### config.mk
export PLATFORM = sky130hd
export DESIGN_NAME = var_shift_engine
export DESIGN_NICKNAME = d
export VERILOG_FILES = /design/src/rtl/var_shift_engine.sv
export SDC_FILE = /design/constraint.sdc
export NUM_CORES = 1
export LEC_CHECK = 0
export ABC_CLOCK_PERIOD_IN_PS = 7850
export BUFFER_PORTS_ARGS = -buffer_cell sky130_fd_sc_hd__buf_4
export CORE_MARGIN = 4
export CORE_UTILIZATION = 40
export CTS_BUF_LIST = sky130_fd_sc_hd__clkbuf_16
export CTS_CLUSTER_SIZE = 16
export DETAILED_ROUTE_END_ITERATION = 10
export PLACE_DENSITY_LB_ADDON = 0.1
export SLEW_MARGIN = 10
export SYNTH_ARGS = -nofsm -noshare
export SYNTH_HDL_FRONTEND = slang
export SYNTH_SLANG_ARGS = --single-unit
export TNS_END_PERCENT = 50
### constraint.sdc
create_clock -name clk -period 7.85 [get_ports clk]
set_input_delay 2.355 -clock clk [delete_from_list [all_inputs] [get_ports clk]]
set_output_delay 2.355 -clock clk [all_outputs]
set_load 0.01 [all_outputs]
### src/rtl/var_shift_engine.sv
// -----------------------------------------------------------------------------
// var_shift_engine
//   Multi-cycle variable shifter. An operand is accepted from IDLE on start,
//   then shifted by up to STEP positions per enabled clock until the requested
//   amount is consumed. Supports logical, arithmetic and rotate modes in
//   either direction. A one-cycle done pulse marks completion.
//
//   Optional build macro: VAR_SHIFT_STICKY_EN adds the 'sticky' output, the OR
//   of every non-rotate bit shifted out during the operation.
//
// Parameters
//   WIDTH : data width (>= 2)
//   SHW   : shift-amount width
//   STEP  : max bit positions shifted per cycle (1..WIDTH)
//
// Ports
//   clk    in   rising-edge clock
//   clr    in   asynchronous active-high reset
//   start  in   request, sampled only in IDLE
//   en     in   shift enable; low freezes an operation in progress
//   dir    in   0 = left, 1 = right (captured at accept)
//   mode   in   00 logical, 01 arithmetic, 10 rotate, 11 logical
//   in     in   operand (captured at accept)
//   shift  in   shift amount (captured at accept)
//   q      out  working/result register
//   busy   out  high while shifting
//   done   out  one-cycle completion pulse
//   sticky out  (VAR_SHIFT_STICKY_EN only) OR of shifted-out bits
// -----------------------------------------------------------------------------
module var_shift_engine #(
    parameter int WIDTH = 32,
    parameter int SHW   = 6,
    parameter int STEP  = 1
) (
    input  logic             clk,
    input  logic             clr,
    input  logic             start,
    input  logic             en,
    input  logic             dir,
    input  logic [1:0]       mode,
    input  logic [WIDTH-1:0] in,
    input  logic [SHW-1:0]   shift,
    output logic [WIDTH-1:0] q,
    output logic             busy,
    output logic             done
`ifdef VAR_SHIFT_STICKY_EN
    ,
    output logic             sticky
`endif
);

    typedef enum logic {S_IDLE, S_SHIFT} state_t;

    localparam logic [WIDTH-1:0] ONES = '1;

    state_t           r_state, w_next_state;
    logic [WIDTH-1:0] r_q;
    logic [SHW-1:0]   r_rem;
    logic             r_dir;
    logic [1:0]       r_mode;
    logic             r_done;

    logic [31:0]      w_rem32;
    logic [31:0]      w_k;
    logic             w_last;
    logic             w_accept;
    logic             w_step;
    logic [WIDTH-1:0] w_shifted;

    // Positions moved this cycle: k = min(STEP, rem). Compared in 32 bits so
    // STEP may exceed what SHW can represent.
    assign w_rem32  = 32'(r_rem);
    assign w_k      = (w_rem32 < 32'(STEP)) ? w_rem32 : 32'(STEP);
    assign w_last   = (w_rem32 == w_k);
    assign w_accept = (r_state == S_IDLE) && start;
    assign w_step   = (r_state == S_SHIFT) && en;

    // One step of k positions. k never exceeds WIDTH, so the rotate
    // complement shift (WIDTH-k) stays in range; k == WIDTH returns q.
    always_comb begin
        w_shifted = r_q;
        if (!r_dir) begin
            if (r_mode == 2'b10)
                w_shifted = (r_q << w_k) | (r_q >> (32'(WIDTH) - w_k));
            else
                w_shifted = r_q << w_k;
        end else begin
            if (r_mode == 2'b10)
                w_shifted = (r_q >> w_k) | (r_q << (32'(WIDTH) - w_k));
            else if (r_mode == 2'b01)
                w_shifted = WIDTH'($signed(r_q) >>> w_k);
            else
                w_shifted = r_q >> w_k;
        end
    end

`ifdef VAR_SHIFT_STICKY_EN
    logic             r_sticky;
    logic [WIDTH-1:0] w_out_mask;

    // Bits leaving the register this step: top k going left, bottom k going right.
    assign w_out_mask = r_dir ? ~(ONES << w_k) : ~(ONES >> w_k);

    always_ff @(posedge clk or posedge clr) begin
        if (clr)
            r_sticky <= 1'b0;
        else if (w_accept)
            r_sticky <= 1'b0;
        else if (w_step && (r_mode != 2'b10))
            r_sticky <= r_sticky | (|(r_q & w_out_mask));
    end

    assign sticky = r_sticky;
`endif

    // State register
    always_ff @(posedge clk or posedge clr) begin
        if (clr)
            r_state <= S_IDLE;
        else
            r_state <= w_next_state;
    end

    // Next-state logic
    always_comb begin
        w_next_state = r_state;
        case (r_state)
            S_IDLE:  if (start && (shift != '0)) w_next_state = S_SHIFT;
            S_SHIFT: if (en && w_last)           w_next_state = S_IDLE;
            default: w_next_state = S_IDLE;
        endcase
    end

    // Datapath and completion pulse
    always_ff @(posedge clk or posedge clr) begin
        if (clr) begin
            r_q    <= '0;
            r_rem  <= '0;
            r_dir  <= 1'b0;
            r_mode <= 2'b00;
            r_done <= 1'b0;
        end else begin
            r_done <= 1'b0;
            if (w_accept) begin
                r_q    <= in;
                r_rem  <= shift;
                r_dir  <= dir;
                r_mode <= mode;
                r_done <= (shift == '0);
            end else if (w_step) begin
                r_q    <= w_shifted;
                r_rem  <= r_rem - SHW'(w_k);
                r_done <= w_last;
            end
        end
    end

    // Outputs
    always_comb begin
        q    = r_q;
        busy = (r_state == S_SHIFT);
        done = r_done;
    end

endmodule

==> impl_metrics.csv, run 1 <==
group,metric,value,unit
clock_network,cts_inserted_buffers,5,
sta,finalCritPeriodShare,0.564,
route,postRouteAntennaNets,0,
route,drtIter0Drc,454,
synth,syn_avg_cell_area,7.94,um^2
route,num_vias,4577,
placed_design,dpl.cell_count,656,
synth,synth_edf_count,0,
die,io_pins,79,
sta,skew,0.00610,ns
power_and_ir_drop,p_per_area,458,nW/um^2
critical_path,critical_path_required,8.00,ns
min_path,hp-start,"r_rem[0]",
sta,fmaxAchievable,226,MHz
placed_design,gp_congestion,0.968,
clock_network,cts.sinks,43,
route,via_per_inst,6.89,
critical_path,critPathKind,"flip-flop to flip-flop",
route,drc,0,
min_path,min_to,"r_rem[0]",
critical_path,cp.arrival,4.58,ns
grt,antenna_found_initial,0,
cells_and_area,antenna_cells,0,
die,dieWidth,106,um
critical_path,crit_path_end_kind,"flip-flop",
run,maxCapViolCount,0,
synth,synthCells,487,
power_and_ir_drop,ir_drop,164,uV
clock_network,cts-htree-levels,2,
cells_and_area,layout_common_cells,"88 x buf_4, 43 x dfrtp_1, 41 x o21ai_0",
placed_design,place_area,4500,um^2
die,num_rows,35,
cells_and_area,final_cell_area,4640,um^2
cells_and_area,layout_commonest_cell,"buf_4",
clock_network,cts_root_buffer,"clkbuf_16",
sta,finalHoldViolCount,0,
synth,ys_types,64,
status,status,"completed",
clock_network,cts-hold-fix-buffers,0,
critical_path,crit_fanout,44,
clock_network,post_cts_buffers,0,
power_and_ir_drop,fin_total_pwr,2.13,mW
min_path,holdPathStages,1,
die,initial_core_util,0.415,
synth,synth_ff_type,"dfrtp_1",
synth,synth_top_cell_by_area,"dfrtp_1",
placed_design,dp_slack,3.27,ns
synth,synthArstFlopShare,1.00,
clock_network,tritoncts,"done",
sta,setup_slack,3.42,ns
synth,yosysTopAreaCellShare,0.278,
route,drtPass1Iterations,8,
sta,whs,0.532,ns
synth,ys_seq_area_frac,0.278,
clock_network,post_cts_resized,0,
cells_and_area,drive_gt1_frac,0.222,
grt,grt_max_degree,46,
placed_design,hpwl,10100,um
sta,min_period,4.43,ns
critical_path,rr_worst_depth,10,
route,wl_per_cell,23.5,um
sta,relSlewSlack,0.309,
synth,yosys_warnings,0,
synth,synth_seq_cells,43,
critical_path,reg2reg_slack,3.42,ns
grt,grt_overflow,0,
sta,worstMarginPinSlew,1.04,ns
power_and_ir_drop,cellLeakagePower,1.85,nW
cells_and_area,final_util,0.498,
cells_and_area,area_growth,20.0,%
critical_path,r2r-start,"r_rem[1]",
cells_and_area,fin_cells,664,
grt,grt_pass1_vias,4363,
die,die_y,106,um
die,die_area,11300,um^2
critical_path,timing.rr.end,"q[31]",
die,core,9330,um^2
sta,tns,0,ns
synth,yosys-top-cells-area,"dfrtp_1 28%, mux2i_1 7.0%, o21ai_0 5.3%",
sta,slew_viol_final,0,
synth,syn_nets,534,
synth,syn-cell-area,3870,um^2
clock_network,clock_path_buffers,2,
clock_network,path_clk_slew,0.07,ns
sta,setup_viol,0,
cells_and_area,nFillCells,941,
cells_and_area,fin_nets,581,
critical_path,cp-start-kind,"flip-flop",
clock_network,clk_latency,0.29,ns
route,wl,15600,um
grt,grt_pass1_wl,24600,um
placed_design,io_buffers,78,
grt,grt_usage,0.273,
sta,rsz0062_at_grt,"false",
min_path,hold_class,"flip-flop to flip-flop",
layer usage:
layer	track usage	vias up	routed length, um
li1	-	1985	-
met1	0.379	2220	6240
met2	0.415	333	7140
met3	0.0522	39	1700
met4	0.113	0	488
met5	0	-	0
cell usage after synthesis, types with 3 or more instances:
| cell | number |
|---|---|
| nor3_1 | 21 |
| o2111ai_1 | 5 |
| o21ai_0 | 41 |
| o22ai_1 | 6 |
| nand2b_1 | 3 |
| nand2_1 | 36 |
| dfrtp_1 | 43 |
| a21oi_1 | 37 |
| a221oi_1 | 14 |
| mux2_2 | 9 |
| a221o_1 | 3 |
| mux4_2 | 5 |
| nand3_1 | 21 |
| o211ai_1 | 13 |
| o221ai_1 | 6 |
| o21ai_1 | 5 |
| nor2_1 | 35 |
| a211oi_1 | 7 |
| a21o_1 | 4 |
| nor4_1 | 4 |
| mux2i_1 | 27 |
| buf_1 | 3 |
| o31ai_1 | 6 |
| a22oi_1 | 11 |
| inv_1 | 8 |
| a31oi_1 | 13 |
| nand4_1 | 5 |
| buf_2 | 5 |
| clkbuf_1 | 37 |
| or3_1 | 5 |
worst max-delay path by stage:
stage          startpoint  endpoint  slack (ns)  cells past startpoint
2_1_floorplan       start      q[1]        4.23                      6
3_3_place_gp           en     q[20]        3.32                      6
3_5_place_dp           en     q[20]        3.27                      6
4_1_cts          r_rem[1]     q[31]        3.56                     10
5_1_grt          r_rem[1]     q[31]        3.22                     10
6_report         r_rem[1]     q[31]        3.42                     10
kinds of logic after synthesis:
group / Yosys count / synth area share
flops: 43 / 0.278
compound gates: 197 / 0.345
fa+ha+maj: 2 / 0.00647
buf+inv: 59 / 0.0640
simple gates: 144 / 0.180
other cells: 1 / 0.000969
mux: 41 / 0.125
critical path, stage by stage, from the launching register on:
cell and delay, ns:
dfrtp_1 0.45, nor2_1 0.06, buf_4 0.24, nand2_2 0.45, clkinv_2 0.49, ha_1 0.45, buf_4 0.49, clkinv_1 0.70
mux4_2 0.51, nor3_1 0.25, o221ai_1 0.15
where the power goes:
part | leakage (nW) | switching (mW) | internal (mW)
clock network | 0.0674 | 0.0984 | 0.118
logic | 1.26 | 0.804 | 0.542
registers | 0.522 | 0.238 | 0.327
state kept, by name, indices dropped and copies added (netlist names):
signal  flops
done        1
busy        1
r_mode      2
q          32
r_rem       6
r_dir       1
area by class of cell:
type / count / area [um^2] / area share
inverters: 11 / 42.5 / 0.00916
well taps: 129 / 161 / 0.0348
clock inverters: 3 / 20.0 / 0.00431
clock buffers: 5 / 125 / 0.0270
flip-flops and latches: 43 / 1080 / 0.232
repair buffers: 88 / 661 / 0.142
multi-input cells: 385 / 2560 / 0.551
(Power assumes the default switching activity.)
==> run 2, diff against run 1 <==
ABC_CLOCK_PERIOD_IN_PS = 4300   (was 7850)
clock period = 4.3 ns   (was 7.85 ns; I/O delays follow)
==> impl_metrics.csv, run 2 (synthesis results as in run 1) <==
group,metric,value,unit
cells_and_area,fin_nets,589,
route,drtIter0Drc,567,
cells_and_area,area_growth,21.4,%
sta,rsz0062_at_grt,"false",
sta,finalCritPeriodShare,0.685,
sta,whs,0.536,ns
route,wl,16500,um
die,initial_core_util,0.415,
clock_network,path_clk_slew,0.07,ns
clock_network,post_cts_resized,0,
sta,finalHoldViolCount,0,
critical_path,crit_fanout,24,
route,drtPass1Iterations,5,
route,via_per_inst,6.81,
route,postRouteAntennaNets,0,
sta,worstMarginPinSlew,1.08,ns
die,die_y,106,um
critical_path,crit_path_end_kind,"flip-flop",
sta,tns,0,ns
critical_path,critical_path_required,4.45,ns
power_and_ir_drop,p_per_area,846,nW/um^2
grt,grt_usage,0.294,
critical_path,cp.arrival,3.10,ns
die,io_pins,79,
cells_and_area,layout_commonest_cell,"buf_4",
die,core,9330,um^2
grt,grt_overflow,0,
clock_network,clk_latency,0.29,ns
sta,slew_viol_final,0,
die,die_area,11300,um^2
clock_network,clock_path_buffers,2,
cells_and_area,drive_gt1_frac,0.234,
route,num_vias,4575,
power_and_ir_drop,cellLeakagePower,1.90,nW
route,drc,0,
cells_and_area,largest_reg_flops,32,
cells_and_area,layout_common_cells,"96 x buf_4, 43 x dfrtp_1, 41 x o21ai_0",
sta,relSlewSlack,0.279,
clock_network,post_cts_buffers,0,
placed_design,gp_congestion,0.964,
clock_network,tritoncts,"done",
min_path,hold_class,"flip-flop to flip-flop",
placed_design,io_buffers,78,
clock_network,cts-hold-fix-buffers,0,
grt,grt_pass1_wl,26200,um
status,status,"completed",
die,dieWidth,106,um
grt,antenna_found_initial,0,
run,maxCapViolCount,0,
sta,skew,0.00493,ns
sta,fmaxAchievable,340,MHz
cells_and_area,antenna_cells,0,
critical_path,critPathKind,"flip-flop to flip-flop",
sta,setup_viol,0,
clock_network,cts_root_buffer,"clkbuf_16",
power_and_ir_drop,ir_drop,303,uV
sta,min_period,2.94,ns
grt,grt_max_degree,44,
placed_design,hpwl,11000,um
grt,grt_pass1_vias,4508,
clock_network,cts_inserted_buffers,5,
clock_network,cts-htree-levels,2,
die,num_rows,35,
route,wl_per_cell,24.6,um
clock_network,cts.sinks,43,
critical_path,cp-start-kind,"flip-flop",
## run 2: cell count changes in the layout (fill, tap and decap cells not counted), sizes merged
cell,delta
buf,+8
clkinv,-1
inv,+1
## run 2: area by class of cell
cell class,instances,area (um^2)
fillers,936,4630
multi-input cells,385,2560
flip-flops and latches,43,1080
repair buffers,96,721
well taps,129,161
clock buffers,5,125
inverters,11,42.5
clock inverters,3,16.3
## run 2: worst max-delay path: stages (launching register included)
cell      delay [ns]
dfrtp_1         0.51
nor4_4          0.09
nand2_2         0.09
clkinv_2        0.06
ha_1            0.29
buf_4           0.30
clkinv_1        0.58
mux4_2          0.52
nor3_1          0.23
o221ai_1        0.14
## run 2: metrics by stage
| stage | instances | util | instance area (um^2) | power [mW] | setup WS, ns |
|---|---|---|---|---|---|
| floorplan | 487 | - | 3870 | 2.56 | 1.34 |
| global placement | 664 | 0.489 | 4560 | 3.50 | 1.20 |
| detailed placement | 664 | 0.489 | 4560 | 3.52 | 1.17 |
| CTS | 672 | 0.504 | 4700 | 3.92 | 1.40 |
| global route | 672 | 0.504 | 4700 | 4.22 | 1.18 |
| finish | 672 | 0.504 | 4700 | 3.97 | 1.36 |
## run 2: worst paths after layout
check	end	slack, ns	cells after the start	startpoint
setup / recovery	q[31]	1.36	9	r_rem[2]
hold / removal	r_rem[0]	0.54	1	r_rem[0]
setup reg to reg	q[31]	1.36	9	r_rem[2]
hold reg to reg	r_rem[0]	0.54	1	r_rem[0]
max in group asynchronous	q[13]	2.43	2	clr
min in group asynchronous	r_mode[1]	1.24	2	clr
## run 2: layer usage
metal  part of all wire  vias up  wire (um)  GRT usage
met4              0.031        0        512     0.0999
met1               0.40     2199       6550      0.407
met5                  0        -          0          0
met3               0.12       48       1920     0.0607
met2               0.46      319       7550      0.454
li1                   -     2009          -          -
## run 2: power by group
part / internal (mW) / switching [mW] / leakage (nW)
Clock: 0.213 / 0.175 / 0.0710
Combinational: 1.02 / 1.52 / 1.30
Sequential: 0.597 / 0.455 / 0.522
